## src/rtl/y_div_seq.sv

```systemverilog
`default_nettype none
// ============================================================================
// Module   : y_div_seq
// Purpose  : Sequential unsigned restoring divider that borrows an external
//            ALU. Each cycle it issues one compare (signed SLT on MSB-flipped
//            operands, which gives an unsigned compare) or one subtract, and
//            consumes the ALU result and zero flag. Valid/ready handshakes on
//            both the request and the response side.
// Build    : define Y_DIV_ZERO_CHECK_EN to add the ZCHK state, which resolves
//            a zero divisor in one cycle and raises div_by_zero. Without it a
//            zero divisor runs the full loop (Q = all ones, R = dividend) and
//            div_by_zero is tied low.
// Ports    : clk, resetn (async, active-low)
//            start_valid/start_ready, dividend, divisor  : request
//            res_valid/res_ready, quotient, remainder,
//            div_by_zero                                  : response
//            alu_a, alu_b, alu_op (out), alu_z, alu_ex (in): shared ALU
// Revision : 1.0 - initial release
// ============================================================================
module y_div_seq #(
  parameter int WIDTH = 32
) (
  input  logic             clk,
  input  logic             resetn,
  input  logic             start_valid,
  output logic             start_ready,
  input  logic [WIDTH-1:0] dividend,
  input  logic [WIDTH-1:0] divisor,
  output logic             res_valid,
  input  logic             res_ready,
  output logic [WIDTH-1:0] quotient,
  output logic [WIDTH-1:0] remainder,
  output logic             div_by_zero,
  output logic [WIDTH-1:0] alu_a,
  output logic [WIDTH-1:0] alu_b,
  output logic [2:0]       alu_op,
  input  logic [WIDTH-1:0] alu_z,
  input  logic             alu_ex
);

  localparam int CW = $clog2(WIDTH);

  localparam logic [CW-1:0]    c_cnt_last = CW'(WIDTH - 1);
  localparam logic [WIDTH-1:0] c_msb      = {1'b1, {(WIDTH-1){1'b0}}};
  localparam logic [2:0]       c_op_and   = 3'b000;
  localparam logic [2:0]       c_op_add   = 3'b010;
  localparam logic [2:0]       c_op_sub   = 3'b110;
  localparam logic [2:0]       c_op_slt   = 3'b111;

  typedef enum logic [2:0] {
    S_IDLE = 3'd0,
`ifdef Y_DIV_ZERO_CHECK_EN
    S_ZCHK = 3'd1,
`endif
    S_CMP  = 3'd2,
    S_SUB  = 3'd3,
    S_DONE = 3'd4
  } state_t;

  state_t r_state;
  state_t w_state_nxt;

  logic [WIDTH-1:0] r_rem;
  logic [WIDTH-1:0] r_quo;
  logic [WIDTH-1:0] r_dsr;
  logic [CW-1:0]    r_cnt;
  logic [WIDTH-1:0] r_quotient;
  logic [WIDTH-1:0] r_remainder;

  // Partial remainder shifted left with the next dividend bit. The previous
  // partial remainder is always below 2^(W-1), so nothing is lost off the top.
  logic [WIDTH-1:0] w_shift;
  logic             w_last;

  assign w_shift = {r_rem[WIDTH-2:0], r_quo[WIDTH-1]};
  assign w_last  = (r_cnt == c_cnt_last);

  assign start_ready = (r_state == S_IDLE);
  assign res_valid   = (r_state == S_DONE);
  assign quotient    = r_quotient;
  assign remainder   = r_remainder;

  // --------------------------------------------------------------------------
  // State register
  // --------------------------------------------------------------------------
  always_ff @(posedge clk or negedge resetn) begin
    if (!resetn) begin
      r_state <= S_IDLE;
    end else begin
      r_state <= w_state_nxt;
    end
  end

  // --------------------------------------------------------------------------
  // Next state and ALU drive
  // --------------------------------------------------------------------------
  always_comb begin
    w_state_nxt = r_state;
    alu_a       = '0;
    alu_b       = '0;
    alu_op      = c_op_and;
    case (r_state)
      S_IDLE: begin
        if (start_valid) begin
`ifdef Y_DIV_ZERO_CHECK_EN
          w_state_nxt = S_ZCHK;
`else
          w_state_nxt = S_CMP;
`endif
        end
      end
`ifdef Y_DIV_ZERO_CHECK_EN
      S_ZCHK: begin
        // divisor + 0 lets the ALU zero flag report a zero divisor
        alu_a       = r_dsr;
        alu_op      = c_op_add;
        w_state_nxt = alu_ex ? S_DONE : S_CMP;
      end
`endif
      S_CMP: begin
        // flipping both MSBs maps unsigned order onto signed order
        alu_a  = w_shift ^ c_msb;
        alu_b  = r_dsr ^ c_msb;
        alu_op = c_op_slt;
        if (!alu_z[0]) begin
          w_state_nxt = S_SUB;
        end else if (w_last) begin
          w_state_nxt = S_DONE;
        end else begin
          w_state_nxt = S_CMP;
        end
      end
      S_SUB: begin
        alu_a       = r_rem;
        alu_b       = r_dsr;
        alu_op      = c_op_sub;
        w_state_nxt = w_last ? S_DONE : S_CMP;
      end
      S_DONE: begin
        if (res_ready) begin
          w_state_nxt = S_IDLE;
        end
      end
      default: begin
        w_state_nxt = S_IDLE;
      end
    endcase
  end

  // --------------------------------------------------------------------------
  // Datapath and result registers
  // --------------------------------------------------------------------------
`ifdef Y_DIV_ZERO_CHECK_EN
  logic r_dbz;
  assign div_by_zero = r_dbz;
`else
  assign div_by_zero = 1'b0;
`endif

  always_ff @(posedge clk or negedge resetn) begin
    if (!resetn) begin
      r_rem       <= '0;
      r_quo       <= '0;
      r_dsr       <= '0;
      r_cnt       <= '0;
      r_quotient  <= '0;
      r_remainder <= '0;
`ifdef Y_DIV_ZERO_CHECK_EN
      r_dbz       <= 1'b0;
`endif
    end else begin
      case (r_state)
        S_IDLE: begin
          if (start_valid) begin
            r_rem <= '0;
            r_quo <= dividend;
            r_dsr <= divisor;
            r_cnt <= '0;
          end
        end
`ifdef Y_DIV_ZERO_CHECK_EN
        S_ZCHK: begin
          if (alu_ex) begin
            // r_quo still holds the unshifted dividend here
            r_quotient  <= '1;
            r_remainder <= r_quo;
            r_dbz       <= 1'b1;
          end
        end
`endif
        S_CMP: begin
          r_rem <= w_shift;
          r_quo <= {r_quo[WIDTH-2:0], 1'b0};
          if (alu_z[0]) begin
            if (w_last) begin
              r_quotient  <= {r_quo[WIDTH-2:0], 1'b0};
              r_remainder <= w_shift;
`ifdef Y_DIV_ZERO_CHECK_EN
              r_dbz       <= 1'b0;
`endif
            end else begin
              r_cnt <= r_cnt + 1'b1;
            end
          end
        end
        S_SUB: begin
          r_rem    <= alu_z;
          r_quo[0] <= 1'b1;
          if (w_last) begin
            r_quotient  <= {r_quo[WIDTH-1:1], 1'b1};
            r_remainder <= alu_z;
`ifdef Y_DIV_ZERO_CHECK_EN
            r_dbz       <= 1'b0;
`endif
          end else begin
            r_cnt <= r_cnt + 1'b1;
          end
        end
        default: begin
        end
      endcase
    end
  end

endmodule
`default_nettype wire

```

## config.mk

```make
export PLATFORM = sky130hd
export DESIGN_NAME = y_div_seq
export DESIGN_NICKNAME = d
export VERILOG_FILES = /design/src/rtl/y_div_seq.sv
export SDC_FILE = /design/constraint.sdc
export NUM_CORES = 1
export LEC_CHECK = 0
export ABC_AREA = 1
export BUFFER_PORTS_ARGS = -buffer_cell sky130_fd_sc_hd__buf_2
export CAP_MARGIN = 25
export CORE_MARGIN = 3
export CORE_UTILIZATION = 45
export CTS_BUF_LIST = sky130_fd_sc_hd__clkbuf_2
export DETAILED_ROUTE_END_ITERATION = 8
export HOLD_SLACK_MARGIN = 0.08
export MAX_ROUTING_LAYER = met4
export PLACE_DENSITY = 0.71
export SKIP_CTS_REPAIR_TIMING = 1
export SLEW_MARGIN = 10
export SYNTH_ARGS = -nofsm -noshare
export SYNTH_HDL_FRONTEND = slang
export SYNTH_SLANG_ARGS = --single-unit
```

## constraint.sdc

```tcl
create_clock -name clk -period 4.26 [get_ports clk]
set_input_delay 1.065 -clock clk [delete_from_list [all_inputs] [get_ports clk]]
set_output_delay 1.065 -clock clk [all_outputs]
set_load 0.02 [all_outputs]
```

==> qor.txt <==
combinational share of power = 0.438
number of failing setup endpoints in the final timing report = 0
setup repair after global routing missed its margin = no
Worst slew margin = 0.4776
total chip power = 5.703 mW
Hold Violations, Final = 0
proportion of register bits with asynchronous set or reset after synthesis = 1.000
number of DRC markers after the initial detailed-route iteration = 517
detail-routed net length per standard cell = 13.92 um
initial core utilization = 0.4686
total length of routed wires = 21140 um
internal power summed over all cells = 3.135 mW
number of DRC violations after detailed routing = 0
depth of the worst register-to-register path = 7
top cells by instance count after synthesis = nand2_1, dfrtp_1, nand3_1
site row count = 47
number of nets in the synthesized netlist = 1173
proportion of synthesized chip area in sequential cells = 0.5297
result of the run = finished clean
via/cell ratio = 4.771
Max Cap Viol = 0
worst r2r src = r_state[0]
endpoint arrival time on the critical path = 2.81 ns
Area Overhead vs Synth = 19.75%
cell taking the most area after synthesis = dfrtp_1
clock tree skew after final layout = 0.03712 ns
final worst-path cycle share = 0.9107
type of the most critical hold path = primary input to async pin
Clock Tree Buf Depth = 2
Switching Share = 0.4503
Cells after Synth = 1069
maximum operating frequency = 257.8 MHz
standard cell core area = 0.01694 sq mm
Total Die Area = 0.01927 sq mm
Die Wd = 138.8 um
combined area of all synthesized cells = 0.007936 sq mm
number of buffers inserted by port buffering = 232
Reg-to-Reg End = r_quo[1]
worst ir drop on vdd = 0.2708 mV
share of layout cells above drive strength 1 = 0.2263
DP Worst Slack = 1.104 ns
maximum number of pins on one net before global-route repair = 70
clock period minus worst slack = 3.880 ns
flip-flop cell with the highest count after synthesis = dfrtp_1
CTS Root Cell = clkbuf_2
kind of end point of the critical path = output port
library cell with the highest instance count after synthesis = nand2_1
post-synthesis register bit count = 168
required time of the critical path = 3.19 ns
number of different library cells in the post-synthesis netlist = 25
DIE HEIGHT = 138.8 um
number of clock buffers inserted by TritonCTS = 17
critical-path maximum fanout = 66
Static Leakage = 5.742 nW
initial antenna violation count = 2
kind of start point of the critical path = register
Clk pwr share = 0.146
clk sinks = 168
number of global-route vias before repair = 6806
worst slew pin tran = 0.7817 ns
mean post-synth cell area = 7.424 sq um
Synth Warn # = 0
global placer's final weighted congestion = 0.8837
number of H-tree branching levels = 4
I/O pin count = 235
number of nets with antenna violations after detailed routing = 0
clock tree from TritonCTS = done
nets = 1386
summed negative setup slack over all endpoints = 0 ns
FILL cells = 1671
Reg2Reg Setup Slack = 1.53 ns
area fraction of the dominant cell type after synthesis = 0.5297
switching component of the power = 2.568 mW
Skew-Pair Late Insertion Delay = 0.73 ns
GR Overflow Total = 0
global-route usage over all layers = 0.2281
first-pass GRT wire length = 34820 um
worst-case setup margin in the final layout = 0.3805 ns
end of the critical path = alu_a[3]
largest cells by area after synthesis = dfrtp_1, nand2_1, nand3_1
CP Launch Point = r_state[0]
Sequential Power Share = 0.415
HPWL after DPL = 14890 um
Post-synth EDFFs = 0
max-slew violation total from the final report = 0
clock-pin slew of the registers on the worst-case setup and hold paths = 0.25 ns
total via count in the routed design = 7242
detailed-router iteration count before antenna repair = 5
WS Path Type = register to output port
power density cells = 600.0 mW/mm^2
[flip-flops by register name (all words and copies together) (netlist names)]
name,count
r_quo,32
r_state,3
r_rem,32
remainder,32
r_dsr,32
r_cnt,5
quotient,32
[power by group through the flow]
stage	Clock [mW]	Sequential [mW]	Combinational [mW]
5_1_grt	0.941	2.43	2.83
6_report	0.835	2.37	2.50
4_1_cts	0.865	2.36	2.50
3_3_place_gp	0	2.38	2.45
3_5_place_dp	0	2.39	2.50
2_1_floorplan	0	2.31	1.81
[per-stage QoR]
| stage | util | area (sq um) | std cells | hold WS [ns] |
|---|---|---|---|---|
| 2_1_floorplan | - | 7936 | 1069 | 0.4524 |
| 3_3_place_gp | 0.5451 | 9233 | 1481 | 0.4571 |
| 3_5_place_dp | 0.5460 | 9248 | 1482 | 0.4595 |
| 4_1_cts | 0.5595 | 9477 | 1514 | 0.2360 |
| 5_1_grt | 0.5610 | 9502 | 1517 | 0.2000 |
| 6_report | 0.5612 | 9504 | 1518 | 0.2815 |
[area by class of cell]
| class | instances | area, sq um | share of cell area |
|---|---|---|---|
| clock inverter | 11 | 123.9 | 0.01303 |
| sequential | 168 | 4204 | 0.4423 |
| antenna | 3 | 7.507 | 0.0007899 |
| inverter | 81 | 304.0 | 0.03199 |
| clock buffer | 21 | 105.1 | 0.01106 |
| multi-input combinational | 767 | 3159 | 0.3324 |
| timing repair buffer | 247 | 1325 | 0.1394 |
| tap | 220 | 275.3 | 0.02896 |
[layer usage]
layer,GRT usage,up-vias,routed length (um)
met4,0.06540,0,362
met2,0.3577,207,10120
met3,0.04517,22,1033
met5,-,-,0
li1,-,3687,-
met1,0.3045,3326,9623
[worst min-delay path by stage]
stage | start | endpoint | slack [ns] | depth (start not counted)
floorplan | r_rem[31] | r_rem[31] | 0.45 | 2
detailed placement | remainder[16] | remainder[16] | 0.46 | 2
global placement | remainder[5] | remainder[5] | 0.46 | 2
finish | resetn | r_dsr[13] | 0.28 | 1
global route | resetn | r_dsr[0] | 0.20 | 1
CTS | resetn | r_dsr[8] | 0.24 | 1
[critical path: stages (launching register included)]
cell	delay [ns]
dfrtp_1	0.83
nand2_1	0.19
nor2_4	0.11
buf_4	0.52
nand2_1	0.10
nand2_1	0.11
buf_2	0.16
[placed cells by master (no fill, tap or decap), types with 2 or more instances in the layout]
master	count
nor2_2	2
bufinv_16	2
inv_2	3
dfrtp_1	168
buf_4	11
inv_1	78
nand4_1	5
clkinv_2	3
ha_1	3
nand2_1	566
o21ai_0	39
buf_2	231
diode_2	3
clkinv_4	2
nand3_1	94
nor2_4	5
buf_12	3
clkinvlp_4	3
clkbuf_2	21
nor2_1	43
[logic make-up after synthesis]
family / after synthesis / synth area share
other cells: 1 / 0.0004725
fa+ha+maj: 3 / 0.004730
flops: 168 / 0.5297
compound gates: 42 / 0.02680
simple gates: 720 / 0.3636
xor+xnor: 1 / 0.001104
buf+inv: 134 / 0.07362
Note: power is estimated with default switching activity, not from simulation.
